`config.mk`:
```
export PLATFORM = sky130hd
export DESIGN_NAME = weapons_bank
export DESIGN_NICKNAME = d
export VERILOG_FILES = /design/src/rtl/weapons_bank.sv
export SDC_FILE = /design/constraint.sdc
export NUM_CORES = 1
export LEC_CHECK = 0
export ABC_CLOCK_PERIOD_IN_PS = 3300
export BUFFER_PORTS_ARGS = -buffer_cell sky130_fd_sc_hd__buf_2
export CORE_ASPECT_RATIO = 0.9
export CORE_UTILIZATION = 46
export DETAILED_ROUTE_END_ITERATION = 6
export HOLD_SLACK_MARGIN = 0.03
export PLACE_DENSITY = 0.75
export SKIP_CTS_REPAIR_TIMING = 1
export SLEW_MARGIN = 40
export SYNTH_ARGS = -nofsm -noshare
export SYNTH_HDL_FRONTEND = slang
export SYNTH_SLANG_ARGS = --single-unit
```
`constraint.sdc`:
```
create_clock -name clk -period 3.3 [get_ports clk]
set_clock_uncertainty 0.05 [all_clocks]
set_input_delay 0.66 -clock clk [delete_from_list [all_inputs] [get_ports clk]]
set_output_delay 0.66 -clock clk [all_outputs]
set_load 0.01 [all_outputs]
```
`src/rtl/weapons_bank.sv`:
```
// rtl/weapons_bank.sv - single fire-control channel: ammo, shot gap, auto/semi fire, optional heat lockout (WEAPONS_HEAT_EN)
module weapons_bank #(
    parameter int         AMMO_W        = 9,
    parameter int         HEAT_W        = 5,
    parameter int         GAP           = 4,
    parameter int         HEAT_PER_SHOT = 4,
    parameter int         HEAT_RESUME   = 8,
    parameter int         COOL_DIV      = 8,
    parameter logic [3:0] WEAPONS_MODE  = 4'b0010
) (
    input  logic              clk,
    input  logic              rst,
    input  logic [3:0]        mode,
    input  logic              fire,
    input  logic              auto,
    input  logic              load_en,
    input  logic [AMMO_W-1:0] load_ammo,
    output logic              shot,
    output logic [AMMO_W-1:0] ammo,
    output logic [HEAT_W-1:0] heat,
    output logic              overheat,
    output logic              error,
    output logic [1:0]        state
);

    // Gap counter only ever holds GAP-1 down to 0.
    localparam int GAP_W = (GAP > 1) ? $clog2(GAP) : 1;
    localparam logic [GAP_W-1:0] GAP_RELOAD = GAP_W'(GAP - 1);

    typedef enum logic [1:0] {
        ST_READY    = 2'd0,
        ST_GAP      = 2'd1,
        ST_OVERHEAT = 2'd2,
        ST_EMPTY    = 2'd3
    } wb_state_t;

    wb_state_t         state_q;
    wb_state_t         state_d;

    logic              fire_q;
    logic              shot_q;
    logic              shot_d;
    logic              error_q;
    logic              error_d;
    logic [AMMO_W-1:0] ammo_q;
    logic [AMMO_W-1:0] ammo_d;
    logic [GAP_W-1:0]  gap_q;
    logic [GAP_W-1:0]  gap_d;
    logic              shot_req;
    logic              lock_q;
    logic              lock_d;

`ifdef WEAPONS_HEAT_EN
    // Cool counter holds 0 .. COOL_DIV-1; reaching COOL_DIV is the wrap point.
    localparam int COOL_W = (COOL_DIV > 1) ? $clog2(COOL_DIV) : 1;
    localparam logic [COOL_W-1:0] COOL_LAST   = COOL_W'(COOL_DIV - 1);
    localparam logic [HEAT_W-1:0] HEAT_MAX    = '1;
    localparam logic [HEAT_W-1:0] HEAT_RES_V  = HEAT_W'(HEAT_RESUME);
    localparam logic [HEAT_W:0]   HEAT_STEP   = (HEAT_W+1)'(HEAT_PER_SHOT);

    logic [HEAT_W-1:0] heat_q;
    logic [HEAT_W-1:0] heat_d;
    logic [HEAT_W:0]   heat_sum;
    logic [COOL_W-1:0] cool_q;
    logic [COOL_W-1:0] cool_d;
    logic              over_q;
    logic              over_d;

    assign lock_q   = over_q;
    assign lock_d   = over_d;
    assign heat     = heat_q;
    assign overheat = over_q;
`else
    assign lock_q   = 1'b0;
    assign lock_d   = 1'b0;
    assign heat     = '0;
    assign overheat = 1'b0;
`endif

    assign shot  = shot_q;
    assign ammo  = ammo_q;
    assign error = error_q;
    assign state = state_q;

    // Decide whether a round leaves the barrel at this edge.
    always_comb begin
        shot_req = (mode == WEAPONS_MODE) && fire && (auto || !fire_q);
        shot_d   = shot_req && (ammo_q != '0) && (gap_q == '0) && !lock_q && !load_en;
    end

    // Ammo, gap and error next values; load wins over a shot and blocks it.
    always_comb begin
        ammo_d  = ammo_q;
        gap_d   = gap_q;
        error_d = (mode == WEAPONS_MODE) && fire && (ammo_q == '0) && !load_en;

        if (load_en) begin
            ammo_d = load_ammo;
        end else if (shot_d) begin
            ammo_d = ammo_q - AMMO_W'(1);
        end

        if (shot_d) begin
            gap_d = GAP_RELOAD;
        end else if (gap_q != '0) begin
            gap_d = gap_q - GAP_W'(1);
        end
    end

`ifdef WEAPONS_HEAT_EN
    // Heat: saturating add per shot, one-unit decay per COOL_DIV quiet cycles, lockout hysteresis on the new value.
    always_comb begin
        heat_d   = heat_q;
        cool_d   = cool_q;
        over_d   = over_q;
        heat_sum = {1'b0, heat_q} + HEAT_STEP;

        if (shot_d) begin
            heat_d = (heat_sum > {1'b0, HEAT_MAX}) ? HEAT_MAX : heat_sum[HEAT_W-1:0];
            cool_d = '0;
        end else if (cool_q == COOL_LAST) begin
            cool_d = '0;
            if (heat_q != '0) begin
                heat_d = heat_q - HEAT_W'(1);
            end
        end else begin
            cool_d = cool_q + COOL_W'(1);
        end

        if (heat_d == HEAT_MAX) begin
            over_d = 1'b1;
        end else if (heat_d <= HEAT_RES_V) begin
            over_d = 1'b0;
        end
    end

    // Heat model registers.
    always_ff @(posedge clk or negedge rst) begin
        if (!rst) begin
            heat_q <= '0;
            cool_q <= '0;
            over_q <= 1'b0;
        end else begin
            heat_q <= heat_d;
            cool_q <= cool_d;
            over_q <= over_d;
        end
    end
`endif

    // Reported state is derived from the values the other registers take at the same edge.
    always_comb begin
        state_d = ST_READY;
        if (lock_d) begin
            state_d = ST_OVERHEAT;
        end else if (ammo_d == '0) begin
            state_d = ST_EMPTY;
        end else if (gap_d != '0) begin
            state_d = ST_GAP;
        end
    end

    // State register.
    always_ff @(posedge clk or negedge rst) begin
        if (!rst) begin
            state_q <= ST_EMPTY;
        end else begin
            state_q <= state_d;
        end
    end

    // Trigger history, ammo, gap and registered pulse/error outputs.
    always_ff @(posedge clk or negedge rst) begin
        if (!rst) begin
            fire_q  <= 1'b0;
            shot_q  <= 1'b0;
            error_q <= 1'b0;
            ammo_q  <= '0;
            gap_q   <= '0;
        end else begin
            fire_q  <= fire;
            shot_q  <= shot_d;
            error_q <= error_d;
            ammo_q  <= ammo_d;
            gap_q   <= gap_d;
        end
    end

endmodule

```
* After elaboration in Yosys (flattened, before gate mapping)
Cells that the tools add are included.
Storage, ports and cells: bits in registers 16, input bits 18, output and inout port bits 19, word-level logic and storage cells 31
Operators by class: $add $sub $neg 2, equal/unequal tests 1, mux-type cells 6, reductions and logical operators 16
Operators with widths (count):
- zero test 9 bit | 2
- 2-to-1 mux 9 bit | 2
- nonzero test 9 bit | 1
- subtractor 9 x 1 -> 9 bit, second input constant | 1
- logical AND 1 bit | 7
- 2-to-1 mux 2 bit | 3
- == test 4 x 2 -> 1 bit, second input constant | 1
- nonzero test 2 bit | 2
- zero test 1 bit | 2
- zero test 2 bit | 1
- subtractor 2 x 1 -> 2 bit, second input constant | 1
- logical OR 1 bit | 1
- 2-to-1 mux 1 bit | 1

* Longest topological paths before layout
depth after elaboration 10, depth in mapped cells 8, mapped depth without buffers 8

* Worst setup path after synthesis
No wires, ideal clock.
path kind input-to-reg, start point input mode[0], end point register state_q[0], in the netlist state[0], setup time 0.086 ns, arrival 2.202 ns, required time 3.164 ns, slack 0.962 ns, stages on the path 6, buffers on the path 0, cells stage by stage nor4b_2 -> nand2_2 -> a2111oi_4 -> mux2i_1 -> or3b_1 -> o31ai_2
Between the ends: longest elaborated chain between the ends 10, elaborated cells on any way between the ends 13, those cells by class eq/ne: 1; mux: 5; reduce/logical: 7
Ends and longest elaborated chain:
- start, declared | RTL line 13 | input logic [3:0] mode,
- == test 4 x 2 -> 1 bit | RTL line 87 | shot_req = (mode == WEAPONS_MODE) && fire && (auto || !fire_q);
- logical AND 1 bit (2 in series) | RTL line 87
- logical AND 1 bit (3 in series) | RTL line 88 | shot_d = shot_req && (ammo_q != '0) && (gap_q == '0) && !lock_q && !load_en;
- named net shot_d | RTL line 42 | logic shot_d;
- 2-to-1 mux 9 bit | RTL line 99 | end else if (shot_d) begin
- 2-to-1 mux 9 bit | RTL line 97 | if (load_en) begin
- named net ammo_d[1] | RTL line 46 | logic [AMMO_W-1:0] ammo_d;
- zero test 9 bit | RTL line 156 | end else if (ammo_d == '0) begin
- 2-to-1 mux 2 bit | RTL line 156
- named net state_d[0] | RTL line 38 | wb_state_t state_d;
- end signal, assigned | RTL line 168 | state_q <= state_d;
- end, declared | RTL line 37 | wb_state_t state_q;
The timed path passes the listed nets, and every way through them passes these cells.

* Worst setup path in the final report
start point register ammo_q[0], in the netlist ammo[0], end point register state_q[0], in the netlist state[0]
Between the ends: longest elaborated chain between the ends 8, elaborated cells on any way between the ends 12, those cells by class add/sub: 1; mux: 5; reduce/logical: 6
Ends and longest elaborated chain:
- start, declared | RTL line 45 | logic [AMMO_W-1:0] ammo_q;
- start signal, assigned | RTL line 184 | ammo_q <= ammo_d;
- parallel branches: the longest is 7 deep, another holds subtractor 9 x 1 -> 9 bit
- 2-to-1 mux 2 bit * | RTL line 156
- named net state_d[0] | RTL line 38
Mark *: on every way through the listed nets, which the timed path passes.

==> results.ini <==
[status]
status=finished clean

[timing]
finalCriticalPeriod_ns=2.52
hold_slack_ns=0.207
setup_tns_ns=0
fmax_mhz=396
worst_pin_slew_ns=0.763
finalSetupViolCount=0
final-max-slew-violation-count=0
rsz0062_at_grt=no
hold_viol=0
slew_headroom_pct=48.7
timing.final.crit_share_pct=76.4

[floorplan]
rows=15
core-area_mm2=0.00201
start_util_pct=51.3
chipWidth_um=51.9
die_area_mm2=0.00243
ios=37
die_h_um=46.9

[cts]
cts.clk_slew.worst_paths_ns=0.10
tritoncts_num_sinks=16
cts_tree=built
cts_max_path_buffers=2
root_buffer=clkbuf_4
clock_latency_ns=0.30
h-tree-depth=1
cts_buffers=3

[final_layout]
layout_commonest_cell=buf_2
final-seq-area_um2=403
finalNetCount=156
multi_input_area_um2=569
layout_common_cells=buf_2, dfrtp_1, inv_1
synthToLayoutAreaGrowth_pct=18.1
fill_cells=185
drive_gt1_share_pct=31.1
n_antenna_cell=0

[placed_design]
port_buffers=30
gp_congestion=0.880
dp_hpwl_um=1840

[power]
power.internal_mw=0.317
seq_power_share_pct=49.3
pwr-share-clk_pct=29.3
p_comb_share_pct=21.3
switchingPower_mw=0.141
power_density_mw_per_mm2=377
irDropWorstVdd_v=0.000242
power_mw=0.458
power.leakage_nw=0.539
power.share.switching_pct=30.8

[logic_synthesis]
synth_cell_types=40
ys_ff_latch=16
synth-async-reset-ratio_pct=100
syn-cell-area_mm2=0.00103
synth_warnings=0
ys_seq_area_share_pct=39.1
synth_top_area_cell=dfrtp_1
synthCells=105
synthFlopType=dfrtp_1
synth_top_area_share_pct=34.0
synthTopCellsByArea=dfrtp_1, dfstp_2, buf_4
avgSynthCellArea_um2=9.81
synth_edf_count=0

[setup_path]
cp-end-kind=register
critPathCapture=state[0]
worst_ep_required_time_ns=3.46
reg2reg_setup_slack_ns=0.78
reg2reg_to=state[0]
cp_data_arrival_time_ns=2.69
r2r.worst_path.cells=8
worst_setup_path_start_kind=register
cp_max_fo=7
critPathKind=register to register
r2r_start=ammo[0]
critPathLaunch=ammo[0]

[global_route]
globalRoute.totalOverflow=0
grt_usage_pct=22.7
grt_pass1_wl_um=3850
grt_max_degree=21
antenna_found_initial=0
first_global_vias=859

[routing]
route.vias.total=973
dr.first_iter.drc_count=25
drt-vias-per-instance=6.08
routedWlPerCell_um=15.1
drc_errors=0
wl_um=2410
ant_nets=0
dr.pass1.iters=4

[job]
max-cap-violations=0

[worst_hold_path]
hp-class=input port to async pin

## registers in the layout, indices dropped and copies added (netlist names)
signal,cells
gap_q,2
fire_q,1
error,1
shot,1
ammo,9
state,2
## worst min-delay path by stage
| stage | from | endpoint | slack (ns) |
|---|---|---|---|
| after floorplan | rst | ammo[0] | 0.31 |
| after global placement | gap_q[0] | gap_q[1] | 0.44 |
| after detailed placement | gap_q[0] | gap_q[1] | 0.46 |
| after CTS | rst | ammo[5] | 0.21 |
| after global routing | rst | ammo[5] | 0.22 |
| final | rst | ammo[1] | 0.21 |
## cells by family after synthesis
logic type / synth area share (%)
compound gates: 25.9
xor+xnor: 0.851
fa+ha+maj: 2.43
buf+inv: 8.02
flops: 39.1
mux: 2.92
other cells: 0.364
simple gates: 20.4
## critical path: stages, from the launching register on
cell and delay, ns:
dfrtp_1 0.46, inv_1 0.11, ha_1 0.20, or4b_2 0.61, o21bai_1 0.20, nor4_1 0.07
o31ai_1 0.29, o21ai_1 0.18, o31ai_2 0.26
## layout make-up
cell class,count,area share [%]
well taps,25,2.57
flip-flops and latches,16,33.1
repair buffers,30,12.3
multi-input cells,78,46.8
clock buffers,4,2.98
inverters,7,2.16
## synthesized netlist by cell type (all sizes together), types with 3 or more instances
library cell,count
dfrtp,14
inv,7
buf,6
nor2,6
o31ai,6
nand2,5
o21ai,5
o31a,5
nand2b,4
nor4,4
nor4b,4
a21o,3
clkbuf,3
mux2i,3
or3,3
## power groups by stage
stage,logic (mW),clock network [mW],registers (mW)
6_report,0.0978,0.134,0.226
5_1_grt,0.109,0.147,0.228
4_1_cts,0.0978,0.135,0.225
3_5_place_dp,0.0973,0,0.229
3_3_place_gp,0.0950,0,0.228
2_1_floorplan,0.0605,0,0.230
## metrics by stage
| stage | std cells | utilization (%) | setup WS [ns] | instance area, um^2 |
|---|---|---|---|---|
| after floorplan | 110 | - | 0.962 | 1050 |
| after global placement | 156 | 58.4 | 0.635 | 1170 |
| after detailed placement | 156 | 58.4 | 0.499 | 1170 |
| after CTS | 160 | 60.2 | 0.538 | 1210 |
| after global routing | 160 | 60.6 | 0.586 | 1220 |
| final | 160 | 60.6 | 0.777 | 1220 |
## layer usage
metal / global-route usage (%) / vias up / part of all wire (%)
met1: 28.4 / 462 / 42
met3: 7.12 / 4 / 9.4
met4: 9.19 / 0 / 1.2
li1: - / 447 / -
met5: 0 / - / 0
met2: 36.9 / 60 / 47
Note: power is estimated with default switching activity, not from simulation.
